==> config.mk <==
export PLATFORM = sky130hd
export DESIGN_NAME = uart_msg_tx
export DESIGN_NICKNAME = d
export VERILOG_FILES = /design/src/rtl/uart_msg_tx.sv
export SDC_FILE = /design/constraint.sdc
export NUM_CORES = 1
export LEC_CHECK = 0
export CORE_ASPECT_RATIO = 0.6
export CORE_MARGIN = 2
export CORE_UTILIZATION = 61
export DETAILED_ROUTE_END_ITERATION = 10
export PLACE_DENSITY = 0.95
export SYNTH_ARGS = -nofsm -noshare
export SYNTH_HDL_FRONTEND = slang
export SYNTH_SLANG_ARGS = --single-unit
export TNS_END_PERCENT = 20
==> constraint.sdc <==
create_clock -name clk -period 5.1 [get_ports clk]
set_clock_uncertainty 0.2 [all_clocks]
set_input_delay 1.02 -clock clk [delete_from_list [all_inputs] [get_ports clk]]
set_output_delay 1.02 -clock clk [all_outputs]
set_load 0.01 [all_outputs]
==> src/rtl/uart_msg_tx.sv <==
// Message-oriented UART transmitter: fetches msg_len characters from an external
// character source and serialises each as a start/data/parity/stop frame.
module uart_msg_tx #(
   parameter int unsigned CLKS_PER_BIT = 10417,
   parameter int unsigned DATA_BITS    = 8,
   parameter int unsigned PARITY       = 0,
   parameter int unsigned STOP_BITS    = 1,
   parameter int unsigned ADDR_WIDTH   = 8
) (
   input  logic                  clk,
   input  logic                  rst,
   input  logic                  start,
   input  logic [ADDR_WIDTH-1:0] msg_len,
   input  logic                  loop,
   output logic                  rd_en,
   output logic [ADDR_WIDTH-1:0] rd_addr,
   input  logic [DATA_BITS-1:0]  rd_data,
   output logic                  TxD,
   output logic                  busy,
   output logic                  done
);

   localparam int unsigned CNT_W = $clog2(CLKS_PER_BIT);
   localparam int unsigned BIT_W = $clog2(DATA_BITS);
   localparam logic [CNT_W-1:0] CNT_MAX  = CNT_W'(CLKS_PER_BIT - 1);
   localparam logic [BIT_W-1:0] BIT_MAX  = BIT_W'(DATA_BITS - 1);
   localparam logic             STOP_MAX = 1'(STOP_BITS - 1);

   typedef enum logic [2:0] {IDLE, FETCH, LOAD, START, DATA, PAR, STOP} state_t;

   state_t                state_q, state_d;
   logic [CNT_W-1:0]      cnt_q, cnt_d;
   logic [BIT_W-1:0]      bit_q, bit_d;
   logic                  stop_q, stop_d;
   logic [DATA_BITS-1:0]  shift_q, shift_d;
   logic                  par_q, par_d;
   logic [ADDR_WIDTH-1:0] len_q, len_d;
   logic [ADDR_WIDTH-1:0] addr_q, addr_d;
   logic                  txd_q, txd_d;
   logic                  busy_q, busy_d;
   logic                  done_q, done_d;
   logic                  rd_en_q, rd_en_d;
   logic                  bit_end_c;

   assign bit_end_c = (cnt_q == CNT_MAX);

   // Next-state and next-output logic; outputs are derived from the next state
   // so every output leaves a flop.
   always_comb begin
      state_d = state_q;
      cnt_d   = cnt_q;
      bit_d   = bit_q;
      stop_d  = stop_q;
      shift_d = shift_q;
      par_d   = par_q;
      len_d   = len_q;
      addr_d  = addr_q;
      done_d  = 1'b0;

      case (state_q)
         IDLE: begin
            if (start && (msg_len != '0)) begin
               len_d   = msg_len;
               addr_d  = '0;
               state_d = FETCH;
            end
         end
         FETCH: state_d = LOAD;
         LOAD: begin
            shift_d = rd_data;
            par_d   = (PARITY == 2) ? ~(^rd_data) : (^rd_data);
            cnt_d   = '0;
            state_d = START;
         end
         START: begin
            if (bit_end_c) begin
               cnt_d   = '0;
               bit_d   = '0;
               state_d = DATA;
            end else begin
               cnt_d = cnt_q + CNT_W'(1);
            end
         end
         DATA: begin
            if (bit_end_c) begin
               cnt_d   = '0;
               shift_d = shift_q >> 1;
               if (bit_q == BIT_MAX) begin
                  stop_d  = 1'b0;
                  state_d = (PARITY != 0) ? PAR : STOP;
               end else begin
                  bit_d = bit_q + BIT_W'(1);
               end
            end else begin
               cnt_d = cnt_q + CNT_W'(1);
            end
         end
         PAR: begin
            if (bit_end_c) begin
               cnt_d   = '0;
               stop_d  = 1'b0;
               state_d = STOP;
            end else begin
               cnt_d = cnt_q + CNT_W'(1);
            end
         end
         STOP: begin
            if (bit_end_c) begin
               cnt_d = '0;
               if (stop_q == STOP_MAX) begin
                  // loop is only consulted once the final character has gone out
                  if (addr_q < (len_q - ADDR_WIDTH'(1))) begin
                     addr_d  = addr_q + ADDR_WIDTH'(1);
                     state_d = FETCH;
                  end else if (loop) begin
                     addr_d  = '0;
                     state_d = FETCH;
                  end else begin
                     done_d  = 1'b1;
                     state_d = IDLE;
                  end
               end else begin
                  stop_d = stop_q + 1'b1;
               end
            end else begin
               cnt_d = cnt_q + CNT_W'(1);
            end
         end
         default: state_d = IDLE;
      endcase

      rd_en_d = (state_d == FETCH);
      busy_d  = (state_d != IDLE);
      case (state_d)
         START:   txd_d = 1'b0;
         DATA:    txd_d = shift_d[0];
         PAR:     txd_d = par_d;
         default: txd_d = 1'b1;
      endcase
   end

   always_ff @(posedge clk or negedge rst) begin
      if (!rst) begin
         state_q <= IDLE;
         cnt_q   <= '0;
         bit_q   <= '0;
         stop_q  <= 1'b0;
         shift_q <= '0;
         par_q   <= 1'b0;
         len_q   <= '0;
         addr_q  <= '0;
         txd_q   <= 1'b1;
         busy_q  <= 1'b0;
         done_q  <= 1'b0;
         rd_en_q <= 1'b0;
      end else begin
         state_q <= state_d;
         cnt_q   <= cnt_d;
         bit_q   <= bit_d;
         stop_q  <= stop_d;
         shift_q <= shift_d;
         par_q   <= par_d;
         len_q   <= len_d;
         addr_q  <= addr_d;
         txd_q   <= txd_d;
         busy_q  <= busy_d;
         done_q  <= done_d;
         rd_en_q <= rd_en_d;
      end
   end

   assign rd_en   = rd_en_q;
   assign rd_addr = addr_q;
   assign TxD     = txd_q;
   assign busy    = busy_q;
   assign done    = done_q;

endmodule

==> results.cfg, run 1 <==
[status]
run_status = finished clean

[sta]
min_period_ps = 3460
hold_viol = 0
max_freq_mhz = 289
setup_viol = 0
timing.final.crit_share_pct = 67.8
setup_tns_ps = 0
setup_slack_ps = 1640
maxSlewViolCount = 0
slew_headroom_pct = 29.1
rsz0062_at_grt = no
hold_ws_ps = 291
worst_pin_slew_ps = 1060

[place]
place_ws_ps = 1720
dp_hpwl_um = 4630
post_dp_cell_area_um2 = 3170
place.gp.congestion = 0.814
port_buffers = 31

[pwr]
combPwrFrac_pct = 6.4
total_power_mw = 0.676
powerDensity_nw_per_um2 = 207
internal-power_mw = 0.525
pwr-share-clk_pct = 34.6
vdd_drop_max_v = 0.000177
p_switching_mw = 0.150
p_sw_share_pct = 22.2
leakagePower_nw = 1.42
seqPwrFrac_pct = 59.0

[synthesis]
yosys_register_bits = 49
ys_async_sr_fraction_pct = 100
syn-num-nets = 343
synth_edf_count = 0
yosysSeqAreaShare_pct = 43.3
synthesis.area_um2 = 2840
syn_inst = 310
synth_top_area_cell = dfrtp_1
yosys_warnings = 0
synth-main-ff-cell = dfrtp_1
synth.top_cells.by_count = 48 x dfrtp_1, 29 x o21ai_1, 21 x nand2_1
avgSynthCellArea_um2 = 9.15
synthTopCellsByArea = dfrtp_1 42%, ha_1 5.7%, o21ai_1 5.1%
synth_most_common_cell = dfrtp_1
netlist.area_leader.share_pct = 42.3
ys_types = 47

[drt]
first_pass_iters = 5
viasPerCell = 6.19
drt_iter0_drc = 198
drtAntennaViolNets = 0
wirelength_um = 6560
vias = 2457
drc = 0
wl_per_cell_um = 16.5

[global_routing]
grt_overflow = 0
grt_pass1_wl_um = 11200
grt_usage_pct = 27.3
antenna_found_initial = 0
grt_pass1_vias = 2341
grt_max_degree = 50

[die]
initial_core_util_pct = 62.8
die_h_um = 56.8
row_count = 19
core_area_um2 = 4520
die_w_um = 92.1
dieArea_um2 = 5230
io_pins = 32

[clock_network]
cts_buffers = 5
clock_latency_ps = 310
clock_sinks = 49
cts_setup_buffers = 0
clk_pin_slew_ps = 90
cts_tree = built
cts-htree-levels = 2
cts_buffer_depth = 2
cts.hold.buffers_added = 0
cts_resized = 0
cts-root-buf = clkbuf_8

[worst_setup_path]
worstPathMaxFanout = 10
start_kind = register
crit_path_max_incr_delay_ps = 770
worst_ep_arrival_time_ps = 3470
critPathCaptureType = register
cp_cell_sequence = nor2_1, nand3_1, nor4_1, xnor2_1, ha_1, nand4_1, a221oi_1, o21bai_1, a31oi_1, o31ai_1, o31ai_1
slowest_stage = a31oi_1
worst_ep_required_time_ps = 5110
crit_top_cell = o31ai_1
path_class = register to register

[finish]
layout-drive-gt1-share_pct = 3.89
nNetsFinal = 367
diodes = 0
num-fill-cells = 353
syn2layout_area_growth_pct = 14.8
fin_area_um2 = 3260

[min_path]
hold_path_class = register to register

[job]
cap_viol_max_count = 0
[flip-flops by register name (all words and copies together), names as in the netlist]
| register | cells |
|---|---|
| len_q | 8 |
| TxD | 1 |
| done | 1 |
| rd_addr | 8 |
| bit_q | 3 |
| par_q | 1 |
| state_q | 3 |
| rd_en | 1 |
| cnt_q | 14 |
| shift_q | 8 |
| busy | 1 |
[metal layers]
| metal | part of all wire [%] | global-route usage [%] | up-vias |
|---|---|---|---|
| met3 | 5.5 | 6.17 | 10 |
| met4 | 0.96 | 5.33 | 0 |
| met5 | 0 | 0 | - |
| met2 | 48 | 45.3 | 84 |
| met1 | 46 | 37.5 | 1190 |
| li1 | - | - | 1173 |
[worst max-delay path, delay by kind of cell, from the launching register on]
kind | cells | cell delay (ps)
DFF | 1 | 440
and+or+nand+nor | 4 | 680
AOI/OAI and AO/OA | 5 | 1590
xor gates and xnor gates | 1 | 120
adders and majority gates | 1 | 330
[stage by stage]
step                utilization, %  instances
finish                        72.1        397
global route                  72.1        397
CTS                           72.1        397
detailed placement            70.2        390
global placement              70.2        390
floorplan                        -        310
[cell families after synthesis]
logic type / after synthesis / share of synthesized area (%)
flops: 49 / 43.3
xor+xnor: 17 / 5.25
simple gates: 105 / 19.5
mux: 6 / 2.34
fa+ha+maj: 13 / 5.73
buf+inv: 33 / 4.54
compound gates: 87 / 19.4
[worst paths after layout]
path                             from    endpoint  slack [ps]  depth (start not counted)
max                          len_q[2]  rd_addr[5]        1640                         11
min                        shift_q[7]  shift_q[6]         290                          2
max reg2reg                  len_q[2]  rd_addr[5]        1640                         11
min reg2reg                shift_q[7]  shift_q[6]         290                          2
max in group asynchronous         rst    cnt_q[5]        3340                          1
min in group asynchronous         rst    cnt_q[3]         700                          1
[layout make-up]
cell class                 count  area [µm²]  share of cell area, %
clock buffer                   7        86.3                   2.65
timing repair buffer          33         320                   9.83
inverter                      17        63.8                   1.96
sequential                    49        1230                   37.7
tap                           63        78.8                   2.42
multi-input combinational    228        1480                   45.5
[cells in the final DEF (no fill, tap or decap), drive strengths merged, types with 2 or more instances in the layout]
cell type,Yosys,final
nor3,9,9
nand4,4,4
nor2b,6,6
and3,6,6
nand3,20,20
a31oi,3,3
nand3b,3,3
nand2,21,21
buf,5,3
a21oi,11,11
clkbuf,11,7
dfrtp,48,48
ha,13,13
clkdlybuf4s50,0,30
mux2,5,5
o31ai,15,15
nand2b,6,6
o21bai,2,2
xor2,4,4
nor4,4,4
nor3b,2,2
nor2,18,18
and2,2,2
inv,17,17
a222oi,6,6
xnor2,13,13
o21ai,39,39
[power groups by stage]
stage	clock network, mW	registers [mW]	logic [mW]
after detailed placement	0	0.406	0.0433
after CTS	0.234	0.399	0.0434
after floorplan	0	0.405	0.0161
after global placement	0	0.406	0.0415
final	0.234	0.399	0.0429
after global routing	0.250	0.400	0.0476
No activity file was read; power rests on OpenSTA's default activity.
==> run 2, diff against run 1 <==
CORE_UTILIZATION = 56   (was 61)
PLACE_DENSITY = 0.89   (was 0.95)
clock period = 3.5 ns   (was 5.1 ns; I/O delays follow)
==> run 2 against run 1 <==
Effect of this change: register-to-register slack lost 1200 ps; utilization shrank 4.9 points; maximum frequency grew 13%; worst setup slack lost 1200 ps; via count shrank 2.5%; cell count grew 2.3%; count of clock-buffer cells in the layout shrank 2; final area grew 2.7%; die area grew 8.4%; largest power group unchanged; non-clock buffer count grew 5; largest cell class unchanged; critical path depth shrank 1; sequential power grew 46%; critical path type unchanged.
==> results.cfg, run 2 (synthesis gave the netlist of run 1 again) <==
[die]
die_h_um = 59.1
io_pins = 32
core_area_um2 = 4980
initial_core_util_pct = 57.0
die_w_um = 95.9
dieArea_um2 = 5670
row_count = 20

[worst_setup_path]
critPathCaptureType = register
r2r-start = len_q[3]
r2r_cells = 10
worst_ep_arrival_time_ps = 3070
path_class = register to register
slowest_stage = or3_1
worstReg2RegEnd = rd_addr[3]
start_kind = register
worstPathMaxFanout = 8
rrSetupSlack_ps = 440
cp_cell_sequence = nor2_1, nand3_1, nor4_1, xnor2_1, ha_1, a21oi_1, o21ai_1, or3_1, or2_0, o31ai_1
worst_ep_required_time_ps = 3510
crit_path_max_incr_delay_ps = 500
worst-path-buf-inv = 0
crit_family = simple AND/OR/NAND/NOR gates

[clock_network]
cts-root-buf = clkbuf_8
cts_resized = 0
cts_setup_buffers = 0
cts-htree-levels = 2
clock_latency_ps = 310
clock_sinks = 49
cts.hold.buffers_added = 0
cts_buffers = 5
clk_pin_slew_ps = 90
cts_tree = built
cts_buffer_depth = 2

[job]
cap_viol_max_count = 0

[global_routing]
grt_pass1_wl_um = 10100
grt_usage_pct = 23.0
grt_overflow = 0
antenna_found_initial = 0
grt_pass1_vias = 2196
grt_max_degree = 50

[drt]
wl_per_cell_um = 15.0
viasPerCell = 5.90
drc = 0
first_pass_iters = 5
drt_iter0_drc = 177
drtAntennaViolNets = 0
wirelength_um = 6100
vias = 2395

[status]
run_status = finished clean

[min_path]
hold_path_class = register to register
min_path_cells = 1
worstHoldStart = cnt_q[5]
worstHoldEndpoint = cnt_q[5]

[sta]
hold_viol = 0
setup_viol = 0
maxSlewViolCount = 0
timing.final.crit_share_pct = 87.5
setup_tns_ps = 0
setup_slack_ps = 436
slew_headroom_pct = 28.6
rsz0062_at_grt = no
max_freq_mhz = 326
min_period_ps = 3060
worst_pin_slew_ps = 1070

[pwr]
leakagePower_nw = 1.46
vdd_drop_max_v = 0.000175
total_power_mw = 1.12
powerDensity_nw_per_um2 = 335

[finish]
largest_register_ffs = 14
syn2layout_area_growth_pct = 17.9
fin_area_um2 = 3350
layout-drive-gt1-share_pct = 5.88
nNetsFinal = 372
final_common_cell = dfrtp_1
diodes = 0
mostFrequentLayoutCells = 48 x dfrtp_1, 30 x clkdlybuf4s50_1, 29 x o21ai_1, 21 x nand2_1, 20 x nand3_1
seq_area_um2 = 1230
num-fill-cells = 397
top_register = cnt_q
fin_cells = 406
multi_input_area_um2 = 1480

[place]
place_ws_ps = 436
place.gp.congestion = 0.891
dp_hpwl_um = 4400
post_dp_cell_area_um2 = 3210
place_inst = 398
port_buffers = 31
-- run 2: layout make-up --
class	count	share of cell area, %
Sequential cell	49	36.7
Tap cell	66	2.47
Timing Repair Buffer	38	10.7
Multi-Input combinational cell	228	44.3
Clock buffer	5	2.06
Clock inverter	3	1.94
Inverter	17	1.91
-- run 2: per-stage QoR --
| stage | hold slack [ps] | utilization [%] |
|---|---|---|
| detailed placement | 279 | 64.5 |
| global placement | 273 | 64.5 |
| global route | 328 | 67.2 |
| CTS | 295 | 67.2 |
| floorplan | 204 | - |
| finish | 292 | 67.2 |
-- run 2: worst max path at each step --
stage	from	to	slack, ps	cells past startpoint
floorplan	len_q[2]	rd_addr[3]	690	12
global placement	len_q[2]	rd_addr[7]	570	10
detailed placement	len_q[2]	rd_addr[3]	440	10
CTS	len_q[2]	rd_addr[3]	400	10
global route	len_q[2]	rd_addr[3]	220	10
finish	len_q[3]	rd_addr[3]	440	10
-- run 2: power by group --
part | internal, mW | leakage, nW | switching (mW)
Combinational | 0.0334 | 0.791 | 0.0277
Clock | 0.284 | 0.0681 | 0.196
Sequential | 0.575 | 0.606 | 0.00638
Total | 0.892 | 1.46 | 0.230
-- run 2: routing by layer --
layer / track usage [%] / vias up / share of wire, %
met4: 5.10 / 0 / 0.79
met1: 32.8 / 1149 / 51
met2: 36.6 / 60 / 44
met3: 4.83 / 4 / 4.4
li1: - / 1182 / -
met5: 0 / - / 0
